### config.mk
export PLATFORM = sky130hd
export DESIGN_NAME = alu_cond_pipe_flat
export DESIGN_NICKNAME = d
export VERILOG_FILES = /design/src/rtl/alu_cond_pipe_if.sv /design/src/rtl/alu_cond_pipe.sv /design/src/flat_wrapper.sv
export SDC_FILE = /design/constraint.sdc
export NUM_CORES = 1
export LEC_CHECK = 0
export BUFFER_PORTS_ARGS = -buffer_cell sky130_fd_sc_hd__buf_4
export CORE_ASPECT_RATIO = 2
export CORE_MARGIN = 5
export CORE_UTILIZATION = 63
export DETAILED_ROUTE_END_ITERATION = 8
export PLACE_DENSITY = 0.88
export SYNTH_ARGS = -nofsm -noshare
export SYNTH_HDL_FRONTEND = slang
export SYNTH_SLANG_ARGS = --single-unit
### constraint.sdc
create_clock -name clk -period 6.7 [get_ports clk]
set_clock_uncertainty 0.1 [all_clocks]
set_input_delay 0 -clock clk [delete_from_list [all_inputs] [get_ports clk]]
set_output_delay 0 -clock clk [all_outputs]
set_load 0.1 [all_outputs]
### src/rtl/alu_cond_pipe_if.sv
// Handshake and operand/result bundle for alu_cond_pipe.
// slave: the ALU stage itself; master: the upstream/downstream side driving it.
interface alu_cond_pipe_if #(
  parameter int unsigned N = 32
);
  logic         in_valid;
  logic         in_ready;
  logic [3:0]   opcode_in;
  logic [3:0]   cond_in;
  logic         s_in;
  logic [N-1:0] a_in;
  logic [N-1:0] b_in;
  logic         shifter_carry_in;
  logic         out_valid;
  logic         out_ready;
  logic [N-1:0] alu_out;
  logic         out_executed;
  logic         out_wr_en;

  modport slave (
    input  in_valid, opcode_in, cond_in, s_in, a_in, b_in, shifter_carry_in, out_ready,
    output in_ready, out_valid, alu_out, out_executed, out_wr_en
  );

  modport master (
    output in_valid, opcode_in, cond_in, s_in, a_in, b_in, shifter_carry_in, out_ready,
    input  in_ready, out_valid, alu_out, out_executed, out_wr_en
  );
endinterface

### src/rtl/alu_cond_pipe.sv
// Registered data-processing ALU with condition evaluation and the NZCV flag register.
// flags_out layout: [3]=V [2]=C [1]=Z [0]=N.
// Optional macro ALU_STICKY_Q_EN adds a sticky overflow bit (q_flag_out, cleared by q_clear).
module alu_cond_pipe #(
  parameter int unsigned N = 32
) (
  input  logic               clk,
  input  logic               rst_n,
  alu_cond_pipe_if.slave     bus,
  input  logic               flags_wr_in,
  input  logic [3:0]         flags_in,
`ifdef ALU_STICKY_Q_EN
  input  logic               q_clear,
  output logic               q_flag_out,
`endif
  output logic [3:0]         flags_out
);

  logic [3:0]   flags_q;
  logic         out_valid_q;
  logic [N-1:0] alu_out_q;
  logic         executed_q;
  logic         wr_en_q;

  logic flag_v, flag_c, flag_z, flag_n;
  assign {flag_v, flag_c, flag_z, flag_n} = flags_q;

  logic accept;
  assign bus.in_ready = !out_valid_q || bus.out_ready;
  assign accept       = bus.in_valid && bus.in_ready;

  // Condition check against the flags as they stand before this op.
  logic cond_pass;
  always_comb begin
    cond_pass = 1'b0;
    case (bus.cond_in)
      4'b0000: cond_pass = flag_z;
      4'b0001: cond_pass = !flag_z;
      4'b0010: cond_pass = flag_c;
      4'b0011: cond_pass = !flag_c;
      4'b0100: cond_pass = flag_n;
      4'b0101: cond_pass = !flag_n;
      4'b0110: cond_pass = flag_v;
      4'b0111: cond_pass = !flag_v;
      4'b1000: cond_pass = flag_c && !flag_z;
      4'b1001: cond_pass = !flag_c || flag_z;
      4'b1010: cond_pass = (flag_n == flag_v);
      4'b1011: cond_pass = (flag_n != flag_v);
      4'b1100: cond_pass = !flag_z && (flag_n == flag_v);
      4'b1101: cond_pass = flag_z || (flag_n != flag_v);
      4'b1110: cond_pass = 1'b1;
      default: cond_pass = 1'b0;
    endcase
  end

  // Adder operand selection; subtracts are x + ~y + cin so sum[N] is NOT borrow.
  logic [N-1:0] add_x, add_y;
  logic         add_cin;
  logic         is_arith;
  always_comb begin
    add_x    = bus.a_in;
    add_y    = bus.b_in;
    add_cin  = 1'b0;
    is_arith = 1'b0;
    case (bus.opcode_in)
      4'b0010, 4'b1010: begin add_y = ~bus.b_in; add_cin = 1'b1; is_arith = 1'b1; end
      4'b0011: begin add_x = bus.b_in; add_y = ~bus.a_in; add_cin = 1'b1; is_arith = 1'b1; end
      4'b0100, 4'b1011: is_arith = 1'b1;
      4'b0101: begin add_cin = flag_c; is_arith = 1'b1; end
      4'b0110: begin add_y = ~bus.b_in; add_cin = flag_c; is_arith = 1'b1; end
      4'b0111: begin add_x = bus.b_in; add_y = ~bus.a_in; add_cin = flag_c; is_arith = 1'b1; end
      default: ;
    endcase
  end

  logic [N:0] sum;
  assign sum = {1'b0, add_x} + {1'b0, add_y} + {{N{1'b0}}, add_cin};

  logic overflow;
  assign overflow = (add_x[N-1] == add_y[N-1]) && (sum[N-1] != add_x[N-1]);

  // Result mux and the flags this op would produce.
  logic [N-1:0] result;
  logic [3:0]   new_flags;
  always_comb begin
    result = sum[N-1:0];
    case (bus.opcode_in)
      4'b0000, 4'b1000: result = bus.a_in & bus.b_in;
      4'b0001, 4'b1001: result = bus.a_in ^ bus.b_in;
      4'b1100:          result = bus.a_in | bus.b_in;
      4'b1101:          result = bus.b_in;
      4'b1110:          result = bus.a_in & ~bus.b_in;
      4'b1111:          result = ~bus.b_in;
      default:          result = sum[N-1:0];
    endcase
    new_flags[0] = result[N-1];
    new_flags[1] = (result == '0);
    new_flags[2] = is_arith ? sum[N] : bus.shifter_carry_in;
    new_flags[3] = is_arith ? overflow : flag_v;
  end

  logic is_cmp, flag_upd;
  assign is_cmp   = (bus.opcode_in[3:2] == 2'b10);
  assign flag_upd = accept && cond_pass && (bus.s_in || is_cmp);

  // Flag register: a direct load beats an ALU update in the same cycle.
  always_ff @(posedge clk or negedge rst_n) begin
    if (!rst_n) begin
      flags_q <= 4'b0000;
    end else if (flags_wr_in) begin
      flags_q <= flags_in;
    end else if (flag_upd) begin
      flags_q <= new_flags;
    end
  end

  // Output register: load on acceptance, drop valid on a transfer with nothing new.
  always_ff @(posedge clk or negedge rst_n) begin
    if (!rst_n) begin
      out_valid_q <= 1'b0;
      alu_out_q   <= '0;
      executed_q  <= 1'b0;
      wr_en_q     <= 1'b0;
    end else if (accept) begin
      out_valid_q <= 1'b1;
      alu_out_q   <= cond_pass ? result : '0;
      executed_q  <= cond_pass;
      wr_en_q     <= cond_pass && !is_cmp;
    end else if (bus.out_ready) begin
      out_valid_q <= 1'b0;
    end
  end

`ifdef ALU_STICKY_Q_EN
  logic q_q;
  // Sticky overflow: set wins over clear.
  always_ff @(posedge clk or negedge rst_n) begin
    if (!rst_n) begin
      q_q <= 1'b0;
    end else if (accept && cond_pass && is_arith && overflow) begin
      q_q <= 1'b1;
    end else if (q_clear) begin
      q_q <= 1'b0;
    end
  end
  assign q_flag_out = q_q;
`endif

  assign bus.out_valid    = out_valid_q;
  assign bus.alu_out      = alu_out_q;
  assign bus.out_executed = executed_q;
  assign bus.out_wr_en    = wr_en_q;
  assign flags_out        = flags_q;

endmodule

### src/flat_wrapper.sv
// flat-port wrapper written by rule: the top's interface ports become plain ports
module alu_cond_pipe_flat 
#(
  parameter int unsigned N = 32
)
  (clk, rst_n, flags_wr_in, flags_in, flags_out, bus_in_valid, bus_opcode_in, bus_cond_in, bus_s_in, bus_a_in, bus_b_in, bus_shifter_carry_in, bus_out_ready, bus_in_ready, bus_out_valid, bus_alu_out, bus_out_executed, bus_out_wr_en);
  alu_cond_pipe_if #(.N(N)) bus_i ();
  input  logic clk;
  input  logic rst_n;
  input  logic flags_wr_in;
  input  logic [3:0] flags_in;
  output logic [3:0] flags_out;
  input wire logic [$bits(bus_i.in_valid)-1:0] bus_in_valid;
  input wire logic [$bits(bus_i.opcode_in)-1:0] bus_opcode_in;
  input wire logic [$bits(bus_i.cond_in)-1:0] bus_cond_in;
  input wire logic [$bits(bus_i.s_in)-1:0] bus_s_in;
  input wire logic [$bits(bus_i.a_in)-1:0] bus_a_in;
  input wire logic [$bits(bus_i.b_in)-1:0] bus_b_in;
  input wire logic [$bits(bus_i.shifter_carry_in)-1:0] bus_shifter_carry_in;
  input wire logic [$bits(bus_i.out_ready)-1:0] bus_out_ready;
  output wire logic [$bits(bus_i.in_ready)-1:0] bus_in_ready;
  output wire logic [$bits(bus_i.out_valid)-1:0] bus_out_valid;
  output wire logic [$bits(bus_i.alu_out)-1:0] bus_alu_out;
  output wire logic [$bits(bus_i.out_executed)-1:0] bus_out_executed;
  output wire logic [$bits(bus_i.out_wr_en)-1:0] bus_out_wr_en;
  assign bus_i.in_valid = bus_in_valid;
  assign bus_i.opcode_in = bus_opcode_in;
  assign bus_i.cond_in = bus_cond_in;
  assign bus_i.s_in = bus_s_in;
  assign bus_i.a_in = bus_a_in;
  assign bus_i.b_in = bus_b_in;
  assign bus_i.shifter_carry_in = bus_shifter_carry_in;
  assign bus_i.out_ready = bus_out_ready;
  assign bus_in_ready = bus_i.in_ready;
  assign bus_out_valid = bus_i.out_valid;
  assign bus_alu_out = bus_i.alu_out;
  assign bus_out_executed = bus_i.out_executed;
  assign bus_out_wr_en = bus_i.out_wr_en;
  alu_cond_pipe #(.N(N)) u_core (.clk(clk), .rst_n(rst_n), .bus(bus_i), .flags_wr_in(flags_wr_in), .flags_in(flags_in), .flags_out(flags_out));
endmodule
==> results of run 1 <==
## per-layer routing
| metal | global-route usage (%) | vias to the layer above | share of wire (%) |
|---|---|---|---|
| met3 | 7.44 | 202 | 7.0 |
| met1 | 39.0 | 4016 | 30 |
| met4 | 39.9 | 0 | 12 |
| li1 | - | 3966 | - |
| met2 | 76.1 | 534 | 51 |
| met5 | 0 | - | 0 |
## cell families (layout without fill, tap and decap cells)
family,count (synthesis),after routing,synth area share [%]
xor+xnor,37,37,4.53
buf+inv,155,231,9.27
flops,39,39,13.6
fa+ha+maj,65,65,11.6
simple gates,326,326,21.8
compound gates,413,413,36.6
mux,18,18,2.61
## worst min-delay path by stage
stage,start,depth (start not counted),slack [ns],end
2_1_floorplan,rst_n,0,-0.40,u_core.bus.alu_out[0]
3_3_place_gp,rst_n,1,-0.11,u_core.flags_out[0]
3_5_place_dp,rst_n,1,-0.10,u_core.flags_out[0]
4_1_cts,bus_a_in[29],5,0.13,u_core.bus.alu_out[29]
5_1_grt,bus_a_in[29],5,0.14,u_core.bus.alu_out[29]
6_report,rst_n,2,0.14,u_core.flags_out[2]
## registers in the layout (all words and copies together) (netlist names)
register and count:
u_core.bus.alu_out 32, u_core.bus.out_executed 1, u_core.bus.out_valid 1, u_core.bus.out_wr_en 1
u_core.flags_out 4
## cell usage in the layout (no fill, tap or decap), types with 11 or more instances in the layout
cell,synthesis,layout
a21o_1,12,12
a21oi_1,106,106
a22o_1,11,11
a31oi_1,17,17
buf_4,3,130
dfrtp_1,39,39
dlygate4sd3_1,0,13
ha_1,63,63
inv_1,79,79
mux2i_1,13,13
nand2_1,120,120
nand2b_1,11,11
nand3_1,11,11
nand4_1,17,17
nor2_1,86,86
nor3_1,23,23
o21ai_0,140,140
xnor2_1,29,29
## repair_timing
item | 4_1_cts | 5_1_grt
hold buffers | 13 | 0
gates resized for setup | 0 | 0
endpoints found under the setup margin | 0 | 0
endpoints found under the hold margin | 44 | 0
## area by class of cell
cell class / instances / share of cell area [%]
timing repair buffer: 143 / 13.4
sequential: 39 / 11.8
tap: 142 / 2.15
inverter: 80 / 3.64
clock inverter: 2 / 0.425
clock buffer: 6 / 1.68
multi-input combinational: 859 / 66.9
## report_power, final
| part | total [µW] | internal [µW] | switching, µW |
|---|---|---|---|
| clock | 283 | 185 | 97.4 |
| combinational | 1220 | 358 | 859 |
| sequential | 311 | 279 | 32.4 |
| total | 1810 | 822 | 989 |
## per-stage QoR
| step | std cells | hold slack [ns] | setup slack (ns) | power, µW |
|---|---|---|---|---|
| final | 1271 | 0.137 | 1.62 | 1810 |
| after global routing | 1271 | 0.141 | 1.25 | 1890 |
| after CTS | 1271 | 0.128 | 1.78 | 1770 |
| after detailed placement | 1250 | -0.104 | 1.87 | 1480 |
| after global placement | 1250 | -0.110 | 1.96 | 1470 |
| after floorplan | 1053 | -0.396 | 2.15 | 1170 |
## worst max-delay path, delay by kind of cell
family	cells	cell delay (ns)
AO/OA/AOI/OAI	9	2.13
buffers and inverters	4	1.62
AND/OR/NAND/NOR	4	0.91
adder cells (fa/ha/maj)	1	0.44
==> impl_metrics.ini, run 1 <==
[detailed_routing]
wire_per_inst_um = 23.5
ant_nets = 0
first_iter_violations = 763
first_pass_iters = 8
route.detailed.drc = 0
vias = 8718
via_per_inst = 6.86
wirelength_mm = 29.8

[sta]
worst_slew_pin_slew_ns = 1.13
tns_ns = 0
fin_crit_sh_pct = 75.8
max_freq_mhz = 197
finalSetupViolations = 0
slew_viol_final = 0
rsz0062_at_grt = false
slew-limit-headroom_pct = 24.1
finalHoldViolations = 0
min_period_ns = 5.08

[layout]
regArea_um2 = 976
drive_gt1_share_pct = 15.3
area_growth_pct = 15.3
post-route-util_pct = 73.6
insertedDiodeCount = 0
nets = 1276
multi_input_area_um2 = 5520
fillCellCount = 949
stdcell_area_um2 = 8250

[grt]
grt_pass1_vias = 8550
grt-ovfl-total = 0
grt_antenna_before_repair = 0
grtUsageTotal_pct = 42.6
grt_max_degree = 97
grt_pass1_wl_mm = 45.7

[yosys]
synth.most_common_cell = o21ai_0
avgSynthCellArea_um2 = 6.80
synth_area_leaders = dfrtp_1 14%, ha_1 11%, o21ai_0 9.8%, a21oi_1 7.4%, nand2_1 6.3%
synth-seq-area-share_pct = 13.6
ys_warn_count = 0
yosysUniqueCellTypes = 91
synth_ff_type = dfrtp_1
synthDominantCellAreaShare_pct = 13.6
netlist_top_cells_count = 140 x o21ai_0, 120 x nand2_1, 106 x a21oi_1
synth_fp_nets = 1201
syn_area_um2 = 7160
synth.largest_area_cell = dfrtp_1
synthArstFlopShare_pct = 100
synth_seq_cells = 39
synth_edf_count = 0
syn_inst = 1053

[critical_path]
worst_ep_arrival_time_ns = 5.15
start_kind = input pin
critical_path_class = in -> reg
path_max_fanout = 75
cp.required_ns = 6.77
crit_end = u_core.flags_out[2]
crit_slowest_cell = buf_4
reg2regPathDepth = 18
cp-end-kind = flip-flop
rrSetupSlack_ns = 1.79
crit_start = bus_opcode_in[1]
cp_cell_sequence = buf_4 > and3_1 > inv_1 > nand2_1 > buf_4 > o21ai_0 > ha_1 > a21oi_1 > o21a_1 > nand2_1 > o31ai_2 > o21ai_0 > a21o_1 > a21o_1 > a211oi_1 > or4_1 > o311ai_0 > dlygate4sd3_1
reg2reg_from = u_core.flags_out[2]
r2r_end = u_core.flags_out[2]
cp_slowest_stage_delay_ns = 0.69

[clock_tree]
clock_path_buffers = 2
path_clk_slew_ns = 0.06
clkLatencyLatePin_ns = 0.29
cts.root.buffer_cell = clkbuf_16
postCtsSetupBuffers = 0
h-tree-depth = 2
numCtsBuffers = 5
tritoncts = done
clock_sinks = 39

[min_path]
hold_path_class = in -> async

[power_and_ir_drop]
max-vdd-ir-drop_v = 0.000277
p_leak_uw = 0.00380
power_density_nw_per_um2 = 219

[placed_design]
placed_cell_area_um2 = 7950
io_buffers = 122
dpl.hpwl_mm = 21.8
place.gp.congestion = 1.15

[die]
fp.dieH_um = 161
num_io_pins = 123
core_um2 = 11200
die_area_um2 = 13700
die_w_um = 85.4
fp-row-count = 55
initial_core_util_pct = 63.8

[job]
drv_cap = 0

[status]
status = finished clean
Note: power is estimated with default switching activity, not from simulation.
==> run 2, diff against run 1 <==
--- a/config.mk
+++ b/config.mk
@@ -5,12 +5,13 @@
 export SDC_FILE = /design/constraint.sdc
 export NUM_CORES = 1
 export LEC_CHECK = 0
+export ABC_AREA = 1
 export BUFFER_PORTS_ARGS = -buffer_cell sky130_fd_sc_hd__buf_4
 export CORE_ASPECT_RATIO = 2
 export CORE_MARGIN = 5
-export CORE_UTILIZATION = 63
+export CORE_UTILIZATION = 59
 export DETAILED_ROUTE_END_ITERATION = 8
-export PLACE_DENSITY = 0.88
+export PLACE_DENSITY = 0.83
 export SYNTH_ARGS = -nofsm -noshare
 export SYNTH_HDL_FRONTEND = slang
 export SYNTH_SLANG_ARGS = --single-unit
==> constraint.sdc (replaced) <==
create_clock -name clk -period 4.8 [get_ports clk]
set_clock_uncertainty 0.1 [all_clocks]
set_input_delay 0 -clock clk [delete_from_list [all_inputs] [get_ports clk]]
set_output_delay 0 -clock clk [all_outputs]
set_load 0.1 [all_outputs]
==> run 2 against run 1 <==
  * Synthesized area grew 4.4%
  * Sequential cell count is the same
  * Power grew 36%
  * Global-route usage shrank 8.1 points
  * Clock-buffer cell count shrank 1
  * Sequential power grew 43%
  * Via count grew 6.9%
  * Critical path depth grew 4
  * Synthesized cell count grew 28%
  * Die area grew 10%
==> impl_metrics.ini, run 2 <==
[detailed_routing]
first_pass_iters = 5
wirelength_mm = 26.5
ant_nets = 0
vias = 9318
via_per_inst = 5.82
wire_per_inst_um = 16.6
route.detailed.drc = 0
first_iter_violations = 687

[grt]
grt_max_degree = 63
grtUsageTotal_pct = 34.5
grt_pass1_wl_mm = 41.4
grt_antenna_before_repair = 0
grt_pass1_vias = 8734
grt-ovfl-total = 0

[yosys]
synthArstFlopShare_pct = 100
synth-seq-area-share_pct = 13.1
syn_area_um2 = 7470
ys_warn_count = 0
synth.largest_area_cell = nand2_1
netlist_top_cells_count = 478 x nand2_1, 221 x inv_1, 96 x nor2_1
synthDominantCellAreaShare_pct = 24.0
synth_fp_nets = 1497
synth_ff_type = dfrtp_1
syn_inst = 1349
synth_edf_count = 0
synth.most_common_cell = nand2_1
synth_seq_cells = 39
yosysUniqueCellTypes = 42
avgSynthCellArea_um2 = 5.54
synth_area_leaders = nand2_1 24%, dfrtp_1 13%, inv_1 11%, ha_1 11%, nand3_1 5.4%

[placed_design]
place.gp.congestion = 1.00
placed_cell_area_um2 = 8420
io_buffers = 122
place_inst = 1581
dpl.hpwl_mm = 20.5
dp_slack_ns = 0.884

[layout]
area_growth_pct = 16.5
drive_gt1_share_pct = 13.2
largest_register_ffs = 32
insertedDiodeCount = 0
fillCellCount = 1197
nets = 1598
fin_cells = 1600
multi_input_area_um2 = 5440
mostFrequentLayoutCell = nand2_1
most-common-layout-cells = 478 x nand2_1, 220 x inv_1, 129 x buf_4
stdcell_area_um2 = 8700
regArea_um2 = 976

[critical_path]
cp-end-kind = flip-flop
path_max_fanout = 56
critical_path_class = in -> reg
cp.required_ns = 4.86
start_kind = input pin
worst_ep_arrival_time_ns = 3.90
reg2regPathDepth = 17

[sta]
slew-limit-headroom_pct = 29.8
rsz0062_at_grt = false
fin_ws_ns = 0.958
worst_slew_pin_slew_ns = 1.05
finalSetupViolations = 0
min_period_ns = 3.84
max_freq_mhz = 260
fin_crit_sh_pct = 80.0
slew_viol_final = 0
tns_ns = 0
finalHoldViolations = 0

[clock_tree]
tritoncts = done
numCtsBuffers = 5
clock_path_buffers = 2
clkLatencyLatePin_ns = 0.28
path_clk_slew_ns = 0.06
clock_sinks = 39
h-tree-depth = 2
cts.root.buffer_cell = clkbuf_16

[power_and_ir_drop]
p_total_uw = 2470
sw_frac_of_total_pct = 55.5
seqPwrFrac_pct = 18.0
pwr-share-comb_pct = 67.4
p_clk_share_pct = 14.6
power_density_nw_per_um2 = 284
p_int_uw = 1100
p_leak_uw = 0.00489
max-vdd-ir-drop_v = 0.000367
p_sw_uw = 1370

[die]
initial_core_util_pct = 59.9
core_um2 = 12500
num_io_pins = 123
fp.dieH_um = 169
die_area_um2 = 15200
fp-row-count = 58
die_w_um = 89.6

[job]
drv_cap = 0

[min_path]
hold_path_class = in -> reg
min_path_cells = 4

[status]
status = finished clean
==> run 2: cell count changes in the layout (fill, tap and decap cells not counted), sizes merged, moves of 12 or more <==
cell   delta
a31oi    -12
xnor2    -27
nand2   +361
inv     +145
nand3    +69
a31o     +29
o22ai    +26
mux2i    -13
a21oi    -61
o21ai    -61
==> run 2: critical path, cell delays in order <==
cell           delay [ns]
buf_4                0.14
nand2_4              0.09
inv_4                0.10
nor2_1               0.05
inv_2                0.68
o22ai_1              0.13
a31o_2               0.26
fa_1                 0.44
inv_1                0.11
fa_1                 0.20
inv_1                0.09
nand2_1              0.08
nand3_1              0.10
nand2_1              0.11
nand2_1              0.14
nand2_1              0.11
nand2_1              0.08
nand3_1              0.10
nand3_1              0.09
o211ai_1             0.13
nand3_1              0.08
dlygate4sd3_1        0.57
==> run 2: metrics by stage <==
| step | util [%] | hold slack (ns) |
|---|---|---|
| 6_report | 69.7 | 0.0387 |
| 5_1_grt | 69.7 | 0.0605 |
| 4_1_cts | 69.7 | 0.0322 |
| 3_5_place_dp | 67.5 | -0.116 |
| 3_3_place_gp | 67.5 | -0.118 |
| 2_1_floorplan | - | -0.396 |
==> run 2: layout make-up <==
class | instances | area share, %
tap | 150 | 2.16
multi-input combinational | 1038 | 62.5
inverter | 225 | 9.73
clock inverter | 2 | 0.431
timing repair buffer | 141 | 12.5
sequential | 39 | 11.2
clock buffer | 5 | 1.44
==> run 2: final timing paths <==
| kind | end | slack (ns) | from |
|---|---|---|---|
| worst max-delay path | u_core.flags_out[2] | 0.96 | bus_opcode_in[2] |
| worst min-delay path | u_core.bus.alu_out[22] | 0.04 | bus_a_in[22] |
| worst max register to register | u_core.flags_out[2] | 1.02 | u_core.flags_out[2] |
| worst min register to register | u_core.bus.alu_out[29] | 0.38 | u_core.bus.alu_out[29] |
| max in group asynchronous | u_core.bus.out_valid | 4.15 | rst_n |
| min in group asynchronous | u_core.bus.alu_out[7] | 0.13 | rst_n |
==> run 2: power groups by stage <==
stage	Sequential, µW	Clock (µW)	Combinational (µW)
2_1_floorplan	926	0	716
3_3_place_gp	443	0	1610
3_5_place_dp	446	0	1630
4_1_cts	442	364	1650
5_1_grt	450	374	1800
6_report	444	362	1660
==> run 2: logic make-up after synthesis <==
group                      count (synthesis)  share of synthesized area [%]
DFF                                       39                           13.1
xor gates and xnor gates                  10                           1.17
adders and majority gates                 65                           11.1
AOI/OAI and AO/OA                        249                           20.8
buffers and inverters                    272                           14.3
and+or+nand+nor                          714                           39.5
==> run 2: routing by layer <==
metal | GRT usage (%) | vias to the layer above | part of all wire [%]
li1 | - | 4585 | -
met1 | 38.4 | 4226 | 37
met2 | 60.5 | 377 | 50
met3 | 2.14 | 130 | 5.6
met4 | 22.8 | 0 | 7.2
met5 | 0 | - | 0
==> run 2: repair_timing <==
action                                  CTS  global route
hold buffers                             12             0
buffers inserted                          0             0
hold endpoints to repair                 44             0
gates resized for setup                   0             0
endpoints found under the setup margin    0             0
